[src/rtl/adder_measure_sequencer.sv]
// adder_measure_sequencer: drives one ring-oscillator timing measurement per command and returns count, sum and correctness
module adder_measure_sequencer #(
  parameter int WIDTH = 32,
  parameter int WIN_W = 16,
  parameter int SETTLE = 4
) (
  input  logic             wb_clk_i,
  input  logic             wb_rst_i,
  input  logic             abort,
  input  logic             cmd_valid,
  output logic             cmd_ready,
  input  logic [WIDTH-1:0] cmd_a,
  input  logic [WIDTH-1:0] cmd_b,
  input  logic [WIN_W-1:0] cmd_window,
  output logic             res_valid,
  input  logic             res_ready,
  output logic [WIDTH-1:0] res_count,
  output logic [WIDTH-1:0] res_sum,
  output logic             res_ok,
  output logic             busy,
  output logic [WIDTH-1:0] dut_a,
  output logic [WIDTH-1:0] dut_b,
  output logic             dut_ring_en,
  output logic             dut_count_en,
  output logic             dut_count_clear,
  input  logic [WIDTH-1:0] dut_count,
  input  logic [WIDTH-1:0] dut_sum
);
  localparam int CW = WIN_W > 8 ? WIN_W : 8;
  typedef enum logic [2:0] {S_IDLE, S_CLEAR, S_SETTLE, S_COUNT, S_DRAIN, S_CAPTURE, S_RESULT} state_t;
  state_t state, nxt;
  logic [CW-1:0] cnt, cnt_nxt;
  logic [WIDTH-1:0] a_q, b_q;
  logic [WIN_W-1:0] win_q;
  // next state and phase down-counter; each timed phase loads its length minus one on entry
  always_comb begin
    nxt = state;
    cnt_nxt = cnt - CW'(1);
    unique case (state)
      S_IDLE: nxt = (cmd_valid && cmd_ready) ? S_CLEAR : S_IDLE;
      S_CLEAR: begin
        nxt = S_SETTLE;
        cnt_nxt = CW'(SETTLE - 1);
      end
      S_SETTLE: if (cnt == '0) begin
        nxt = (win_q == '0) ? S_DRAIN : S_COUNT;
        cnt_nxt = (win_q == '0) ? CW'(1) : CW'(win_q) - CW'(1);
      end
      S_COUNT: if (cnt == '0) begin
        nxt = S_DRAIN;
        cnt_nxt = CW'(1);
      end
      S_DRAIN: nxt = (cnt == '0) ? S_CAPTURE : S_DRAIN;
      S_CAPTURE: nxt = S_RESULT;
      S_RESULT: nxt = res_ready ? S_IDLE : S_RESULT;
      default: nxt = S_IDLE;
    endcase
    if (abort) nxt = S_IDLE;
  end
  // state, latched command and registered outputs, all decoded from the next state
  always_ff @(posedge wb_clk_i) begin
    if (wb_rst_i) begin
      state <= S_IDLE;
      cnt <= '0;
      a_q <= '0;
      b_q <= '0;
      win_q <= '0;
      cmd_ready <= 1'b0;
      busy <= 1'b0;
      res_valid <= 1'b0;
      res_count <= '0;
      res_sum <= '0;
      res_ok <= 1'b0;
      dut_a <= '0;
      dut_b <= '0;
      dut_ring_en <= 1'b0;
      dut_count_en <= 1'b0;
      dut_count_clear <= 1'b0;
    end else begin
      state <= nxt;
      cnt <= cnt_nxt;
      if (nxt == S_CLEAR) begin
        a_q <= cmd_a;
        b_q <= cmd_b;
        win_q <= cmd_window;
        dut_a <= cmd_a;
        dut_b <= cmd_b;
      end
      if (state == S_CAPTURE && nxt == S_RESULT) begin
        res_count <= dut_count;
        res_sum <= dut_sum;
        res_ok <= dut_sum == WIDTH'(a_q + b_q);
      end
      cmd_ready <= nxt == S_IDLE;
      busy <= nxt != S_IDLE;
      res_valid <= nxt == S_RESULT;
      dut_ring_en <= nxt == S_SETTLE || nxt == S_COUNT;
      dut_count_en <= nxt == S_COUNT;
      dut_count_clear <= nxt == S_CLEAR;
    end
  end
endmodule

[config.mk]
export PLATFORM = sky130hd
export DESIGN_NAME = adder_measure_sequencer
export DESIGN_NICKNAME = d
export VERILOG_FILES = /design/src/rtl/adder_measure_sequencer.sv
export SDC_FILE = /design/constraint.sdc
export NUM_CORES = 1
export LEC_CHECK = 0
export CAP_MARGIN = 10
export CORE_MARGIN = 5
export CORE_UTILIZATION = 51
export DETAILED_ROUTE_END_ITERATION = 10
export PLACE_DENSITY = 0.87
export SYNTH_ARGS = -nofsm -noshare
export SYNTH_HDL_FRONTEND = slang
export SYNTH_SLANG_ARGS = --single-unit
[constraint.sdc]
create_clock -name wb_clk_i -period 8 [get_ports wb_clk_i]
set_input_delay 1.6 -clock wb_clk_i [delete_from_list [all_inputs] [get_ports wb_clk_i]]
set_output_delay 1.6 -clock wb_clk_i [all_outputs]
set_load 0.005 [all_outputs]
## Yosys cells after proc, flatten, opt, wreduce, memory -nomap -nowiden

Cells that the tools add are included.
Widths: inputs -> output; s select.

- Add/sub/neg operators: 3
- Eq/ne operators: 11
- Multiplexer cells: 12
- Reduce and logical (&&, ||, !) cells: 8

Operators by type and width:

| cell | number |
|---|---|
| $mux 16 | 3 |
| $pmux 16 s3 | 1 |
| $add 32x32->32 | 1 |
| $eq 32x32->1 | 1 |
| $logic_not 16->1 | 2 |
| $sub 16x1->16 const B | 2 |
| $pmux 3 s7 | 1 |
| $mux 3 | 5 |
| $eq 3x2->1 const B | 4 |
| $eq 3x3->1 const B | 4 |
| $eq 3x1->1 const B | 2 |
| $logic_not 3->1 | 2 |
| $reduce_bool 3->1 | 1 |
| $logic_and 1x1->1 | 2 |
| $mux 1 | 2 |
| $logic_or 1x1->1 | 1 |

- Register bits after elaboration: 170
- Input port bits: 149
- Output and inout port bits: 135

## Depth between registers and ports, before layout

- Word-level depth: 7
- Mapped depth: 11

## Least setup slack after synthesis

Ideal clock, no wire load.

- Path kind: input port to flip-flop
- Start point: input dut_sum[31]
- End point: register res_ok
- Setup time: 0.069 ns
- Arrival: 3.164 ns
- Required time: 7.931 ns
- Setup slack: 4.767 ns
- Stages on the path: 9
- Path buffers: 0
- Path through: xnor3_1 -> a211oi_1 -> a21oi_1 -> a32o_1 -> nor4_1 -> nand4b_1 -> nor4_1 -> nand4_1 -> o21ai_1

- Longest elaborated chain between the ends: 1

Ends and longest elaborated chain:

| what | RTL line | text |
|---|---|---|
| from (decl) | 27 | `input logic [WIDTH-1:0] dut_sum` |
| $eq 32x32->1 | 92 | `res_ok <= dut_sum == WIDTH'(a_q + b_q);` |
| to (signal assigned) | 92 |  |
| to (decl) | 19 | `output logic res_ok,` |

No other way between the ends.
A chain may end at the register's enable or synchronous reset.

## Worst setup path after layout

- Start point: input dut_sum[28]
- End point: register res_ok

Same word-level chain as after synthesis.

==> flow_summary.json <==
{
  "status": "finished clean",
  "worstPathMaxFanout": 4,
  "p_leak_nw": 4.43,
  "route.top_layer_used": "met4",
  "die_w_um": 143,
  "routabilityCongestion": 1.01,
  "pin_count": 284,
  "multiInputGateArea_um2": 5240,
  "via_per_inst": 5.69,
  "n_antenna_cell": 0,
  "power_switching_mw": 0.642,
  "powerDensity_nw_per_um2": 180,
  "synth_fp_nets": 1367,
  "final_cell_mix": "nand2_1 (334), clkdlybuf4s50_1 (282), a21oi_1 (187)",
  "final_common_cell": "nand2_1",
  "first_pass_iters": 5,
  "clockPowerShare_pct": 38.1,
  "p_int_mw": 1.60,
  "fmax_ghz": 0.274,
  "remaining_drc_errors": 0,
  "async_flop_share_pct": 0,
  "netlist_area_um2": 9040,
  "critical_path.endpoint_type": "flop",
  "critPathRequiredTime_ps": 8370,
  "worst_slew_pin_slew_ps": 1090,
  "synth_cell_type_count": 75,
  "cts.clk_slew.worst_paths_ps": 70,
  "yosys.area.top_type_share_pct": 37.7,
  "start_util_pct": 52.1,
  "cts_hold_buf": 0,
  "fin_ws_ps": 4350,
  "switching_share_pct": 28.7,
  "finalSetupViolations": 0,
  "ant_nets": 0,
  "synth_flop_cell": "dfxtp_1",
  "vias": 9422,
  "critPathKind": "in2reg",
  "finalClockSkew_ps": 10.3,
  "dp_hpwl_um": 22200,
  "synth.avg_cell_area_um2": 7.65,
  "ys_seq_area_share_pct": 37.7,
  "slew_violations": 0,
  "yosysWarnings": 0,
  "drt_iter0_drc": 737,
  "post_cts_resized": 0,
  "grt_use_total_pct": 28.9,
  "cp.arrival_ps": 4020,
  "layout_min_cycle_time_ps": 3650,
  "hold_path.class": "reg2reg",
  "drive_above_1_share_pct": 4.83,
  "grt_remaining_overflow": 0,
  "peakVddDrop_mv": 0.148,
  "antenna_found_initial": 0,
  "rsz0062_at_grt": "no",
  "synth-edff-count": 0,
  "wl_met1_um": 12400,
  "core_um2": 17400,
  "ys_ff_latch": 170,
  "netlist_instances": 1182,
  "setup_tns_ps": 0,
  "die-area_um2": 20500,
  "row_count": 48,
  "post_cts_buffers": 0,
  "grt_pass1_wl_um": 47400,
  "synth_top_area_cell": "dfxtp_1",
  "io_buffers": 283,
  "die_h_um": 143,
  "htreeDepth": 4,
  "clkSinkCount": 170,
  "cap_violations": 0,
  "dp_slack_ps": 3960,
  "worstSkewPairLatency_ps": 430,
  "dr_wl_met3_um": 2510,
  "final_nets": 1602,
  "slew_headroom_pct": 27.0,
  "seqPwrFrac_pct": 41.2,
  "p_comb_share_pct": 20.6,
  "post_drt_wl_per_cell_um": 18.2,
  "synth_area_leaders": "dfxtp_1 (38%), nand2_1 (14%), a21oi_1 (10%)",
  "wl_met2_um": 14600,
  "grt_pass1_vias": 9032,
  "min_period_over_period_pct": 45.6,
  "cts_tree": "built",
  "clockBufferDepth": 2,
  "cts_buffers": 17,
  "grt_max_degree": 105,
  "regArea_um2": 3400,
  "cts-root-buf": "clkbuf_16",
  "cp-start-kind": "primary input",
  "fillers": 1396,
  "synthToLayoutAreaGrowth_pct": 37.5,
  "drt-total-wl_um": 30200,
  "report.final.hold_viol_count": 0
}
==> state kept, by name (all words and copies together) (netlist names) <==
signal and cells:
win_q 16, res_sum 32, dut_count_en 1, busy 1
b_q 32, state 3, res_count 32, dut_count_clear 1
cnt 16, res_valid 1, cmd_ready 1, a_q 32
dut_ring_en 1, res_ok 1
==> path summary, 6_finish.rpt <==
| path | depth (start not counted) | endpoint | startpoint | slack, ps |
|---|---|---|---|---|
| worst min register to register | 2 | res_count[12]$_SDFFE_PP0P_ | res_count[12]$_SDFFE_PP0P_ | 450 |
| worst min-delay path | 2 | res_count[12]$_SDFFE_PP0P_ | res_count[12]$_SDFFE_PP0P_ | 450 |
| worst max-delay path | 10 | res_ok$_SDFFE_PP0P_ | dut_sum[28] | 4350 |
| worst max register to register | 11 | res_ok$_SDFFE_PP0P_ | a_q[0]$_SDFFE_PP0P_ | 4430 |
==> synth_stat cells (all sizes together), types with 3 or more instances <==
| master | n |
|---|---|
| o31a | 3 |
| a21oi | 187 |
| buf | 10 |
| and2 | 6 |
| ha | 35 |
| mux2 | 3 |
| o21bai | 8 |
| nand2 | 335 |
| inv | 8 |
| dfxtp | 170 |
| a211oi | 5 |
| a211o | 3 |
| nor3 | 17 |
| a21o | 11 |
| nand4 | 17 |
| a2111oi | 5 |
| o22ai | 7 |
| o21ba | 3 |
| clkbuf | 62 |
| or3 | 5 |
| o31ai | 3 |
| o22a | 12 |
| xnor2 | 37 |
| a31oi | 5 |
| nor2 | 59 |
| nand3b | 3 |
| and3 | 3 |
| or2 | 7 |
| nor4 | 17 |
| xor2 | 26 |
| o211ai | 7 |
| o21a | 10 |
| mux2i | 5 |
| o21ai | 34 |
| nand3 | 17 |
| nand4b | 3 |
| nand2b | 6 |
==> kinds of logic (layout without fill, tap and decap cells) <==
group / after synthesis / after routing / synth area share [%]
AOI/OAI and AO/OA: 321 / 321 / 21.5
xor gates and xnor gates: 64 / 64 / 6.35
adders and majority gates: 36 / 36 / 5.07
buffers and inverters: 80 / 328 / 4.57
DFF: 170 / 170 / 37.7
muxes: 8 / 8 / 0.927
and+or+nand+nor: 503 / 503 / 23.9
==> power groups by stage <==
stage          Sequential [mW]  Clock (mW)  Combinational [mW]
2_1_floorplan            0.934           0               0.288
3_3_place_gp             0.940           0               0.436
3_5_place_dp             0.942           0               0.445
4_1_cts                  0.923       0.864               0.456
5_1_grt                  0.929       0.901               0.502
6_report                 0.924       0.855               0.463
==> cell type report <==
class                   count  share of cell area, %
inverters                   8                  0.242
clock inverters            13                   1.23
clock buffers              19                   3.64
well taps                 225                   2.26
multi-input cells         932                   42.2
repair buffers            288                   23.1
flip-flops and latches    170                   27.4
==> routing by layer <==
| metal | GRT usage, % | vias to the layer above |
|---|---|---|
| li1 | - | 4552 |
| met1 | 36.8 | 4386 |
| met2 | 48.7 | 426 |
| met3 | 6.30 | 58 |
| met4 | 9.65 | 0 |
| met5 | 0 | - |
==> worst max-delay path: stages <==
cell and delay [ps]:
clkdlybuf4s50_1 530, xor2_1 320, nor3_1 130, a2111oi_0 510, nand4_1 140, nor4_1 210, nand4_1 120, nor4_1 180
nand4_1 140, o21ai_1 130
==> metrics by stage <==
step	utilization, %	area [um2]	std cells	power (mW)	hold WS [ps]
3_3_place_gp	68.1	11800	1623	1.38	441
2_1_floorplan	-	9040	1182	1.22	449
3_5_place_dp	68.1	11800	1623	1.39	446
5_1_grt	71.6	12400	1655	2.33	468
6_report	71.6	12400	1655	2.24	454
4_1_cts	71.6	12400	1655	2.24	455
(Power assumes the default switching activity.)
